File: src/rtl/snn_report_pkg.sv
// Shared definitions for the SNN result reporter: FSM states, ASCII frame bytes
// and the frame byte selector.
package snn_report_pkg;

    typedef enum logic [1:0] {
        IDLE    = 2'd0,
        SEND    = 2'd1,
        WAIT_LO = 2'd2,
        WAIT_HI = 2'd3
    } state_t;

    localparam logic [7:0] CH_D    = 8'h44;
    localparam logic [7:0] CH_EQ   = 8'h3D;
    localparam logic [7:0] CH_CR   = 8'h0D;
    localparam logic [7:0] CH_LF   = 8'h0A;
    localparam logic [7:0] CH_QM   = 8'h3F;
    localparam logic [7:0] CH_ZERO = 8'h30;

    localparam int         MSG_LEN  = 5;
    localparam logic [2:0] LAST_IDX = 3'(MSG_LEN - 1);

    // Byte idx of the frame "D=<char>\r\n"; non-decimal results print as '?'.
    function automatic logic [7:0] frame_byte(input logic [2:0] idx, input logic [3:0] d);
        // NOTE: every path assigns the result, so no storage is implied in comb logic.
        frame_byte = CH_LF;
        case (idx)
            3'd0:    frame_byte = CH_D;
            3'd1:    frame_byte = CH_EQ;
            3'd2:    frame_byte = (d < 4'd10) ? (CH_ZERO + {4'h0, d}) : CH_QM;
            3'd3:    frame_byte = CH_CR;
            default: frame_byte = CH_LF;
        endcase
    endfunction

endpackage

File: src/rtl/snn_result_reporter_fifo.sv
// Small result FIFO for the reporter: 4-bit entries, extra pointer bit tells
// full from empty when the wrapped pointers coincide.
module result_fifo
    import snn_report_pkg::*;
#(
    parameter int FIFO_DEPTH = 4
) (
    input  logic       clk,
    input  logic       rst,
    input  logic       push,
    input  logic [3:0] push_data,
    input  logic       pop,
    output logic [3:0] pop_data,
    output logic       full,
    output logic       empty
);

    localparam int AW = $clog2(FIFO_DEPTH);

    logic [3:0]  mem [FIFO_DEPTH];
    logic [AW:0] wr_ptr;
    logic [AW:0] rd_ptr;

    assign empty    = (wr_ptr == rd_ptr);
    assign full     = (wr_ptr[AW] != rd_ptr[AW]) && (wr_ptr[AW-1:0] == rd_ptr[AW-1:0]);
    assign pop_data = mem[rd_ptr[AW-1:0]];

    // NOTE: sequential state uses non-blocking assignments so all registers update together.
    always_ff @(posedge clk) begin
        if (rst) begin
            wr_ptr <= '0;
            rd_ptr <= '0;
        end else begin
            if (push && !full)
                wr_ptr <= wr_ptr + 1'b1;
            if (pop && !empty)
                rd_ptr <= rd_ptr + 1'b1;
        end
    end

    // NOTE: storage has no reset; the pointers alone define which entries are valid.
    always_ff @(posedge clk) begin
        if (push && !full)
            mem[wr_ptr[AW-1:0]] <= push_data;
    end

endmodule

File: src/rtl/snn_result_reporter.sv
// Buffers classifier results and sends each one to a UART as "D=<char>\r\n",
// with a status LED byte and a sticky drop flag.
module snn_result_reporter
    import snn_report_pkg::*;
#(
    parameter int FIFO_DEPTH = 4
) (
    input  logic       clk,
    input  logic       rst,
    input  logic       done,
    input  logic [3:0] digit,
    input  logic       tx_rdy,
    output logic       tx_start,
    output logic [7:0] tx_data,
    output logic [7:0] led,
    output logic       overflow
);

    state_t     state;
    logic [2:0] idx;
    logic [3:0] msg;
    logic [2:0] frame_cnt;
    logic [1:0] wait_cnt;

    logic       fifo_full;
    logic       fifo_empty;
    logic       fifo_pop;
    logic [3:0] fifo_dout;
    logic       ovf_next;

    assign fifo_pop = (state == IDLE) && !fifo_empty;
    // A drop is decided on the pre-pop fullness, so a same-cycle pop never rescues it.
    assign ovf_next = overflow || (done && fifo_full);

    result_fifo #(.FIFO_DEPTH(FIFO_DEPTH)) u_fifo (
        .clk       (clk),
        .rst       (rst),
        .push      (done),
        .push_data (digit),
        .pop       (fifo_pop),
        .pop_data  (fifo_dout),
        .full      (fifo_full),
        .empty     (fifo_empty)
    );

    always_ff @(posedge clk) begin
        if (rst) begin
            state     <= IDLE;
            idx       <= '0;
            msg       <= '0;
            frame_cnt <= '0;
            wait_cnt  <= '0;
            tx_start  <= 1'b0;
            tx_data   <= 8'h00;
            led       <= 8'h00;
            overflow  <= 1'b0;
        end else begin
            tx_start <= 1'b0;
            overflow <= ovf_next;
            led[7]   <= ovf_next;

            case (state)
                IDLE: begin
                    if (!fifo_empty) begin
                        msg       <= fifo_dout;
                        idx       <= '0;
                        frame_cnt <= frame_cnt + 3'd1;
                        led[6:0]  <= {frame_cnt + 3'd1, fifo_dout};
                        state     <= SEND;
                    end
                end
                SEND: begin
                    if (tx_rdy) begin
                        tx_start <= 1'b1;
                        tx_data  <= frame_byte(idx, msg);
                        wait_cnt <= '0;
                        state    <= WAIT_LO;
                    end
                end
                WAIT_LO: begin
                    // Fourth cycle without a busy indication counts as acknowledged.
                    if (!tx_rdy || wait_cnt == 2'd3)
                        state <= WAIT_HI;
                    else
                        wait_cnt <= wait_cnt + 2'd1;
                end
                WAIT_HI: begin
                    if (tx_rdy) begin
                        if (idx == LAST_IDX) begin
                            state <= IDLE;
                        end else begin
                            idx   <= idx + 3'd1;
                            state <= SEND;
                        end
                    end
                end
                default: state <= IDLE;
            endcase
        end
    end

endmodule
File: config.mk
export PLATFORM = sky130hd
export DESIGN_NAME = snn_result_reporter
export DESIGN_NICKNAME = d
export VERILOG_FILES = /design/src/rtl/snn_report_pkg.sv /design/src/rtl/snn_result_reporter_fifo.sv /design/src/rtl/snn_result_reporter.sv
export SDC_FILE = /design/constraint.sdc
export NUM_CORES = 1
export LEC_CHECK = 0
export CORE_ASPECT_RATIO = 0.7
export CORE_MARGIN = 4
export CORE_UTILIZATION = 45
export DETAILED_ROUTE_END_ITERATION = 16
export PLACE_DENSITY = 0.69
export RECOVER_POWER = 25
export SLEW_MARGIN = 20
export SYNTH_ARGS = -nofsm -noshare
export SYNTH_HDL_FRONTEND = slang
export SYNTH_HIERARCHICAL = 1
export SYNTH_SLANG_ARGS = --single-unit
File: constraint.sdc
create_clock -name clk -period 2.8 [get_ports clk]
set_clock_uncertainty 0.1 [all_clocks]
set_input_delay 0.56 -clock clk [delete_from_list [all_inputs] [get_ports clk]]
set_output_delay 0.56 -clock clk [all_outputs]
set_load 0.005 [all_outputs]
==> impl_results.md, run 1 <==
- Final routed wire length divided by cell count: 13.99 um
- Average cell area after synthesis: 10.53 sq um
- X dimension of the die: 93.77 um
- Total of warnings raised by yosys: 6
- Proportion of netlist area held by the largest area contributor: 25.92%
- DR vias: 1,686
- GPL Wtd Cong: 0.7780
- Clk pin slew, worst setup/hold paths: 80 ps
- Vertical die dimension: 68.04 um
- Antenna Cells: 0
- Period utilisation layout: 73.99%
- Sinks on the clock net: 46
- Antenna violations before repair: 0
- Flip-flop cell with the highest count after synthesis: dfxtp_1
- Depth of the CTS H-tree: 2
- Full die area: 6380 sq um
- Count leader, synth: dfxtp_1
- Filler cell count: 456
- Number of buffers inserted during clock tree synthesis: 5
- Total cell area at the placement stage: 2628 sq um
- Highest attainable clock frequency: 482.7 MHz
- DR WL met3: 221 um
- CTS tree: built
- Cell area after synthesis: 2317 sq um
- Critical R2R Launch: u_fifo/wr_ptr[1]$_SDFFE_PP0P_
- Floorplan core area: 4887 sq um
- Critical path type: flip-flop to flip-flop
- Number of nets still failing antenna checks after routing: 0
- Standard-cell rows: 21
- WP data required: 2940 ps
- VDD IR-drop max: 0.3636 mV
- Cell total after placement: 309
- Cell area after layout: 2730 sq um
- CTS-repair resized insts: 0
- Count of maximum capacitance violations: 0
- Critical path origin: u_fifo/wr_ptr[1]$_SDFFE_PP0P_
- Met1 wire length: 2359 um
- Area added between synthesis and finish: 17.82%
- Minimum clock period after layout: 2072 ps
- Post-synthesis cell type count: 45
- Clock network latency to the later pin of the worst-skew pair: 290 ps
- Result of the run: complete, no violations
- Worst-case headroom to the max-slew limit: 64.94%
- Routed length on met2: 1832 um
- Flip-flop and latch count after synthesis: 46
- Buffers added on ports: 24
- Library cell with the largest summed area after synthesis: dfxtp_1
- Synth top cells by count: 30 x dfxtp_1, 22 x nor2_1, 17 x ha_1, 16 x edfxtp_1, 11 x inv_1
- Critical Path Sink Type: flip-flop
- Detail Placement HPWL: 3335 um
- Gate Count Post-Synth: 220
- Number of vias per cell after detailed routing: 5.319
- Setup repair after global routing missed its margin: false
- First-pass GRT wire length: 7534 um
- Async set-reset flop share out of synthesis: 0%
- IO Count: 26
- Violation count after the first detailed-route iteration: 67
- Worst min path class: flip-flop to flip-flop
- Maximum clock path buffer count: 2
- Aggregate routed wire length: 4434 um
- Max-slew violation total from the final report: 0
- Last element of the critical path: u_fifo/rd_ptr[0]$_SDFFE_PP0P_
- Number of hold buffers added after CTS: 0
- Maximum number of pins on one net before global-route repair: 14
- Worst-Margin Slew: 522.2 ps
- Cells taking the most area after synthesis: dfxtp_1 26%, edfxtp_1 21%, ha_1 9.2%
- Grt ovf: 0
- Hold Violations, Final: 0
- Total negative slack: 0 ps
- Topmost layer with routed signal wires: met4
- Data arrival time of the critical path: 2210 ps
- Setup-violating endpoint count in the final report: 0
- Post-layout nets: 272
- Fraction of final layout cells sized beyond drive strength 1: 7.258%
- Startpoint types: flip-flop
- Count of flip-flops with a built-in enable after synthesis: 16
- Cell count of the worst reg-to-reg path: 7
- Number of global-route vias before repair: 1,549
- Worst flop-to-flop path endpoint: u_fifo/rd_ptr[0]$_SDFFE_PP0P_
- Number of design rule violations left after detail routing: 0
- Initial cell density of the core: 47.41%
- Highest fanout seen on the critical path: 13
- Root Driver: clkbuf_8
- Total power density per cell area: 729.6 nW/um^2
- Leakage power of the design: 0.9942 nW
- Fraction of the yosys area taken by sequential cells: 46.65%
- First drt pass iteration count: 4
- Post-Synthesis Net Count: 245
- Number of post-CTS setup repair buffers: 0
- Final core utilization: 55.86%
- Number of non-filler instances in the completed layout: 317
- Aggregate global-route resource usage: 15.32%
- Register-to-Register Setup Slack: 730 ps
==> area by class of cell <==
class	count	area (sq um)	area share, %
flip-flops and latches	46	1081	39.60
repair buffers	30	281.5	10.31
clock buffers	7	76.32	2.796
clock inverters	1	30.03	1.100
well taps	69	86.33	3.162
inverters	11	41.29	1.512
multi-input cells	153	1134	41.52
==> cell families (layout without fill, tap and decap cells) <==
logic type	Yosys count	in the layout	synth area share [%]
adder cells (fa/ha/maj)	17	17	9.179
AO/OA/AOI/OAI	42	42	12.42
flip-flops	46	46	46.65
buffers and inverters	21	49	4.427
XOR/XNOR	8	8	3.834
multiplexers	11	11	6.966
AND/OR/NAND/NOR	74	74	16.36
other	1	1	0.1618
==> power by group <==
part	leakage (nW)	switching, W	internal [W]
registers	0.391	0.0000998	0.000789
logic	0.551	0.000314	0.000317
clock network	0.0524	0.000205	0.000267
total	0.994	0.000619	0.00137
==> state kept, by name, summed over array words and instances, names as in the netlist, named ones only <==
register and cells:
wait_cnt 2, tx_start 1, led 8, idx 3
u_fifo/wr_ptr 3, u_fifo/mem 16, tx_data 6, u_fifo/rd_ptr 3
state 2
==> how the worst min path moves through the flow <==
| stage | start | endpoint | slack (ps) | cells past startpoint |
|---|---|---|---|---|
| after floorplan | tx_data[2]$_SDFFE_PP0P_ | tx_data[2]$_SDFFE_PP0P_ | 350 | 2 |
| after global placement | tx_data[3]$_SDFFE_PP0P_ | tx_data[3]$_SDFFE_PP0P_ | 350 | 2 |
| after detailed placement | tx_data[2]$_SDFFE_PP0P_ | tx_data[2]$_SDFFE_PP0P_ | 350 | 2 |
| after CTS | tx_data[2]$_SDFFE_PP0P_ | tx_data[2]$_SDFFE_PP0P_ | 360 | 2 |
| after global routing | tx_data[2]$_SDFFE_PP0P_ | tx_data[2]$_SDFFE_PP0P_ | 390 | 2 |
| final | tx_data[2]$_SDFFE_PP0P_ | tx_data[2]$_SDFFE_PP0P_ | 360 | 2 |
==> metal layers <==
layer	vias to the layer above	GRT usage, %
li1	848	-
met1	792	21.72
met2	44	22.37
met3	2	4.725
met4	0	4.865
met5	-	0
==> through the flow <==
step / power [W] / setup slack, ps / hold slack, ps
floorplan: 0.001318 / 753.1 / 352.7
global placement: 0.001532 / 592.4 / 346.1
detailed placement: 0.001545 / 563.4 / 351.1
CTS: 0.002021 / 741.8 / 362.6
global route: 0.002139 / 507.9 / 385.8
finish: 0.001992 / 728.2 / 358.5
==> worst max-delay path: stages, from the launching register on <==
cell and delay (ps):
dfxtp_1 610, xor2_4 260, nor3_1 100, nor2b_1 150, buf_4 230, nor3b_1 270, o21ai_0 180, nand3_1 110
==> placed cells by master, fill, tap and decap left out, drive strengths merged, types with 4 or more instances in the layout <==
cell and instances:
nor2 22, buf 5, ha 17, xnor2 4, nand3 7, mux2i 6
and2 6, mux4 4, inv 11, dfxtp 30, nor3b 4, dlygate4sd3 6
nand4 7, o21ai 9, edfxtp 16, a21oi 8, clkdlybuf4s50 18, clkbuf 8
nor2b 5, nand2 10, xor2 4, nor3 7
(Power assumes the default switching activity.)
==> inputs of run 2 (changes only) <==
==> constraint.sdc (replaced) <==
create_clock -name clk -period 2.05 [get_ports clk]
set_clock_uncertainty 0.1 [all_clocks]
set_input_delay 0.41 -clock clk [delete_from_list [all_inputs] [get_ports clk]]
set_output_delay 0.41 -clock clk [all_outputs]
set_load 0.005 [all_outputs]
==> run 2 against run 1 <==
Die area unchanged. Sequential power increased by 34%. Clock power increased by 34%. Global-route usage decreased by 0.25 points. Register-to-register slack got worse by 520 ps. Cell area increased by 2.4%. First-iteration DRC count increased by 18%. Critical path type unchanged. Largest power group unchanged.
==> impl_results.md, run 2 (synthesis results as in run 1) <==
- Delay of the slowest cell on the worst path: 440 ps (-170 ps)
- Aggregate global-route resource usage: 15.07% (-0.25 points)
- Total power density per cell area: 984.3 nW/um^2 (+35%)
- Number of vias per cell after detailed routing: 5.294 (-0.45%)
- Setup slack after layout: 212.3 ps (-515.9 ps)
- Startpoint types: flip-flop
- Total power of the final layout: 0.002751 W (+38%)
- Initial cell density of the core: 47.41% (unchanged)
- Maximum clock path buffer count: 2 (unchanged)
- Setup-violating endpoint count in the final report: 0 (unchanged)
- Cell area after layout: 2795 sq um (+2.4%)
- Root Driver: clkbuf_8
- Number of post-CTS setup repair buffers: 0 (unchanged)
- Clk pin slew, worst setup/hold paths: 90 ps (about the same)
- Area added between synthesis and finish: 20.63%
- GRT met2 Usage: 22.28% (-0.088 points)
- Post-layout nets: 281 (+3.3%)
- Full die area: 6380 sq um (unchanged)
- Fraction of final layout cells sized beyond drive strength 1: 10.89% (+3.6 points)
- Antenna Cells: 0 (unchanged)
- Hold Violations, Final: 0 (unchanged)
- Number of global-route vias before repair: 1,635 (+5.6%)
- Highest fanout seen on the critical path: 13 (unchanged)
- Antenna violations before repair: 0 (unchanged)
- Period utilisation layout: 89.64% (+16 points)
- Max-slew violation total from the final report: 0 (unchanged)
- Depth of the CTS H-tree: 2 (unchanged)
- Data arrival time of the critical path: 1980 ps (-230 ps)
- Buffers added on ports: 24 (unchanged)
- Most used routing layer: met2
- Critical Path Sink Type: flip-flop
- DR vias: 1,726 (+2.4%)
- Violation count after the first detailed-route iteration: 79 (+18%)
- Critical path type: flip-flop to flip-flop
- Detail Placement HPWL: 3341 um (+0.18%)
- Met1 track demand over resource: 21.35% (-0.37 points)
- Grt ovf: 0 (unchanged)
- Leading cell types in the layout, fill and taps excluded: 30 x dfxtp_1, 22 x nor2_1, 19 x clkdlybuf4s50_1, 17 x ha_1, 16 x edfxtp_1
- VDD IR-drop max: 0.3704 mV (+1.9%)
- Vertical die dimension: 68.04 um (unchanged)
- Aggregate routed wire length: 4312 um (-2.8%)
- Total negative slack: 0 ps (unchanged)
- GPL Wtd Cong: 0.8344 (+7.2%)
- Setup repair after global routing missed its margin: false
- Worst min path class: flip-flop to flip-flop
- Critical path buffers and inverters: 1 (unchanged)
- First-pass GRT wire length: 7507 um (-0.36%)
- Maximum number of pins on one net before global-route repair: 16 (+2)
- Met3 Use GR: 3.736% (-0.99 points)
- Floorplan core area: 4887 sq um (unchanged)
- IO Count: 26 (unchanged)
- CTS tree: built
- CTS-repair resized insts: 0 (unchanged)
- Count of maximum capacitance violations: 0 (unchanged)
- WP data required: 2190 ps (-750 ps)
- Sinks on the clock net: 46 (unchanged)
- Standard-cell rows: 21 (unchanged)
- Worst-path cell chain: xor2_4, nor3_1, nor2b_1, buf_4, nor3b_1, o21ai_0, nand3_1
- Largest register FFs: 16 (unchanged)
- Total cell area at the placement stage: 2695 sq um (+2.6%)
- Final routed wire length divided by cell count: 13.23 um (-5.4%)
- Number of design rule violations left after detail routing: 0 (unchanged)
- Largest delay contributor family on the critical path: simple AND/OR/NAND/NOR gates
- X dimension of the die: 93.77 um (unchanged)
- Most common cell after layout, fill and taps aside: dfxtp_1
- Leakage power of the design: 1.040 nW (+4.6%)
- Number of hold buffers added after CTS: 0 (unchanged)
- First drt pass iteration count: 4 (unchanged)
- Result of the run: complete, no violations
- Clock network latency to the later pin of the worst-skew pair: 300 ps (about the same)
- Slowest cell on the critical path: dfxtp_1
- Filler cell count: 469 (+2.9%)
- Minimum clock period after layout: 1838 ps (-234.1 ps)
- Number of buffers inserted during clock tree synthesis: 5 (unchanged)
- Highest attainable clock frequency: 544.2 MHz (+13%)
- Post-place setup slack: 112.8 ps (-450.6 ps)
- Number of nets still failing antenna checks after routing: 0 (unchanged)
-- run 2: cell types whose count changed in the layout (fill, tap and decap cells not counted), sizes merged --
cell           before  now
buf                 5   13
bufinv              1    0
clkdlybuf4s50      18   19
clkinv              0    1
dlygate4sd3         6    5
inv                11   12
-- run 2: tightest hold or removal path, cell delays in order (launching register included) --
cell and delay (ps):
dfxtp_1 320, nand2_1 50, a21oi_1 50
-- run 2: report_power, final --
group          internal, W  switching, W
Combinational     0.000465      0.000464
Sequential         0.00108      0.000115
Clock             0.000316      0.000314
-- run 2: worst paths after layout --
| path | from | endpoint | slack, ps | depth (start not counted) |
|---|---|---|---|---|
| max | u_fifo/wr_ptr[1]$_SDFFE_PP0P_ | u_fifo/rd_ptr[0]$_SDFFE_PP0P_ | 210 | 7 |
| min | tx_data[3]$_SDFFE_PP0P_ | tx_data[3]$_SDFFE_PP0P_ | 360 | 2 |
| max reg2reg | u_fifo/wr_ptr[1]$_SDFFE_PP0P_ | u_fifo/rd_ptr[0]$_SDFFE_PP0P_ | 210 | 7 |
| min reg2reg | tx_data[3]$_SDFFE_PP0P_ | tx_data[3]$_SDFFE_PP0P_ | 360 | 2 |
-- run 2: per-stage QoR --
step / hold WS, ps / cells / util, %
after floorplan: 352.7 / 220 / -
after global placement: 345.3 / 318 / 55.15
after detailed placement: 348.4 / 318 / 55.15
after CTS: 361.8 / 326 / 57.35
after global routing: 399.5 / 326 / 57.19
final: 362.5 / 326 / 57.19
-- run 2: per-layer routing --
layer / share of wire, % / routed length (um) / vias to the layer above
met4: 1.8 / 78 / 0
met3: 4.4 / 190 / 8
met1: 52 / 2243 / 813
met2: 42 / 1799 / 36
li1: - / - / 869
met5: 0 / 0 / -
-- run 2: area by class of cell --
cell class                      instances  area, sq um  share of cell area (%)
Clock buffer                            6        93.84                   3.357
Clock inverter                          2        13.76                  0.4924
Inverter                               11        41.29                   1.477
Multi-Input combinational cell        153         1134                   40.56
Sequential cell                        46         1081                   38.68
Tap cell                               69        86.33                   3.089
Timing Repair Buffer                   39        345.3                   12.35
==> inputs of run 3 (changes only) <==
--- a/config.mk
+++ b/config.mk
@@ -6,11 +6,11 @@
 export NUM_CORES = 1
 export LEC_CHECK = 0
 export CORE_ASPECT_RATIO = 0.7
-export CORE_MARGIN = 4
 export CORE_UTILIZATION = 45
 export DETAILED_ROUTE_END_ITERATION = 16
 export PLACE_DENSITY = 0.69
 export RECOVER_POWER = 25
+export SETUP_SLACK_MARGIN = 0.15
 export SLEW_MARGIN = 20
 export SYNTH_ARGS = -nofsm -noshare
 export SYNTH_HDL_FRONTEND = slang
==> run 3 against run 2 <==
Hold slack worse by 3.7 ps. Die area down 15%. Register-to-register slack barely moved. Sequential power hardly changed. Critical endpoint is now u_fifo/mem[1][3]$_DFFE_PP_.
==> impl_results.md, run 3 (synthesis results as in run 1) <==
- Number of post-CTS setup repair buffers: 0 (unchanged)
- IO Count: 26 (unchanged)
- Sinks on the clock net: 46 (unchanged)
- Grt ovf: 0 (unchanged)
- WP data required: 1930 ps (-260 ps)
- Post-place setup slack: 28.48 ps (-84.34 ps)
- Detail Placement HPWL: 3231 um (-3.3%)
- Hold Violations, Final: 0 (unchanged)
- Filler cell count: 431 (-8.1%)
- Cell total after placement: 314 (-1.3%)
- Number of non-filler instances in the completed layout: 322 (-1.2%)
- Antenna Cells: 0 (unchanged)
- Depth of the CTS H-tree: 2 (unchanged)
- Critical path type: flip-flop to flip-flop
- Number of design rule violations left after detail routing: 0 (unchanged)
- Clock network latency to the later pin of the worst-skew pair: 300 ps (about the same)
- X dimension of the die: 87.77 um (-6.4%)
- Highest fanout seen on the critical path: 7 (-6)
- VDD IR-drop max: 0.3773 mV (+1.9%)
- CTS tree: built
- Largest register FFs: 16 (unchanged)
- Leading cell types in the layout, fill and taps excluded: 27 x dfxtp_1, 22 x nor2_1, 20 x clkdlybuf4s50_1, 17 x ha_1, 16 x edfxtp_1
- Aggregate routed wire length: 4301 um (-0.26%)
- Highest attainable clock frequency: 544.4 MHz (about the same)
- First-pass GRT wire length: 6962 um (-7.3%)
- Area added between synthesis and finish: 20.14%
- Antenna violations before repair: 0 (unchanged)
- Initial cell density of the core: 47.67% (+0.26 points)
- Worst-Margin Slew: 514.7 ps
- Buffers added on ports: 24 (unchanged)
- Fraction of final layout cells sized beyond drive strength 1: 11.86% (+0.96 points)
- Total negative slack: 0 ps (unchanged)
- Minimum clock period after layout: 1837 ps (-0.9230 ps)
- Total power of the final layout: 0.002722 W (-1.1%)
- Final core utilization: 57.27% (+0.077 points)
- Clk pin slew, worst setup/hold paths: 90 ps (about the same)
- Floorplan core area: 4861 sq um (-0.54%)
- Total power density per cell area: 977.6 nW/um^2 (-0.68%)
- Vertical die dimension: 62.04 um (-8.8%)
- Leakage power of the design: 1.019 nW (-1.9%)
- DR vias: 1,676 (-2.9%)
- First drt pass iteration count: 5 (+1)
- Setup slack after layout: 213.2 ps (+0.9230 ps)
- Aggregate global-route resource usage: 17.42% (+2.4 points)
- Number of buffers inserted during clock tree synthesis: 5 (unchanged)
- GPL Wtd Cong: 0.8034 (-3.7%)
- Number of vias per cell after detailed routing: 5.205 (-1.7%)
- Final routed wire length divided by cell count: 13.36 um (+0.98%)
- Critical Path Sink Type: flip-flop
- Post-layout nets: 277 (-1.4%)
- Startpoint types: flip-flop
- Maximum number of pins on one net before global-route repair: 19 (+3)
- Violation count after the first detailed-route iteration: 81 (+2.5%)
- Setup repair after global routing missed its margin: false
- Number of hold buffers added after CTS: 0 (unchanged)
- Period utilisation layout: 89.60% (about the same)
- Number of nets still failing antenna checks after routing: 0 (unchanged)
- Root Driver: clkbuf_8
- Result of the run: complete, no violations
- Data arrival time of the critical path: 1720 ps (-260 ps)
- Worst-case headroom to the max-slew limit: 65.44%
- Max-slew violation total from the final report: 0 (unchanged)
- Setup-violating endpoint count in the final report: 0 (unchanged)
- Full die area: 5445 sq um (-15%)
- Number of global-route vias before repair: 1,486 (-9.1%)
- Count of maximum capacitance violations: 0 (unchanged)
- Most common cell after layout, fill and taps aside: dfxtp_1
- Worst min path class: flip-flop to flip-flop
- Standard-cell rows: 21 (unchanged)
- Maximum clock path buffer count: 2 (unchanged)
## run 3: cell count changes in the layout (fill, tap and decap cells not counted), moves of 2 or more
| cell | before | now |
|---|---|---|
| buf_4 | 13 | 9 |
| dfxtp_1 | 30 | 27 |
| dfxtp_2 | 0 | 3 |
| xor2_1 | 3 | 1 |
| xor2_2 | 0 | 2 |
## run 3: path summary, 6_finish.rpt
check	from	endpoint	slack, ps	cells past startpoint
max reg2reg	u_fifo/wr_ptr[0]$_SDFFE_PP0P_	u_fifo/mem[1][3]$_DFFE_PP_	210	4
min reg2reg	tx_data[3]$_SDFFE_PP0P_	tx_data[3]$_SDFFE_PP0P_	360	2
min	tx_data[3]$_SDFFE_PP0P_	tx_data[3]$_SDFFE_PP0P_	360	2
max	u_fifo/wr_ptr[0]$_SDFFE_PP0P_	u_fifo/mem[1][3]$_DFFE_PP_	210	4
## run 3: routing by layer
| metal | routed length, um | GRT usage [%] | vias to the layer above | part of all wire [%] |
|---|---|---|---|---|
| li1 | - | - | 858 | - |
| met1 | 2308 | 24.61 | 781 | 54 |
| met2 | 1769 | 25.47 | 31 | 41 |
| met3 | 168 | 4.359 | 6 | 3.9 |
| met4 | 54 | 7.728 | 0 | 1.3 |
| met5 | 0 | 0 | - | 0 |
## run 3: worst max-delay path, stage by stage, from the launching register on
cell,delay [ps]
dfxtp_1,410
clkbuf_1,290
xnor2_1,130
a31oi_1,270
and2_1,320
## run 3: timing repair
action	CTS	global route
hold endpoints to repair	0	0
setup endpoints to repair	0	5
gates resized for setup	0	5
## run 3: metrics by stage
step / instance area [sq um] / hold slack [ps]
finish: 2784 / 358.8
global placement: 2680 / 343.6
floorplan: 2335 / 352.7
detailed placement: 2680 / 348.0
global route: 2784 / 388.5
CTS: 2775 / 360.4
## run 3: final cells by class
type | count | area (sq um) | area share [%]
multi-input cells | 153 | 1154 | 41.44
flip-flops and latches | 46 | 1085 | 38.97
clock inverters | 1 | 8.758 | 0.3146
repair buffers | 35 | 322.8 | 11.60
inverters | 11 | 41.29 | 1.483
well taps | 69 | 86.33 | 3.101
clock buffers | 7 | 86.33 | 3.101
## run 3: where the power goes
| group | switching, W | leakage, nW | internal [W] | total (W) |
|---|---|---|---|---|
| sequential | 0.000121 | 0.392 | 0.00108 | 0.00120 |
| clock | 0.000308 | 0.0489 | 0.000279 | 0.000586 |
| combinational | 0.000461 | 0.578 | 0.000473 | 0.000934 |
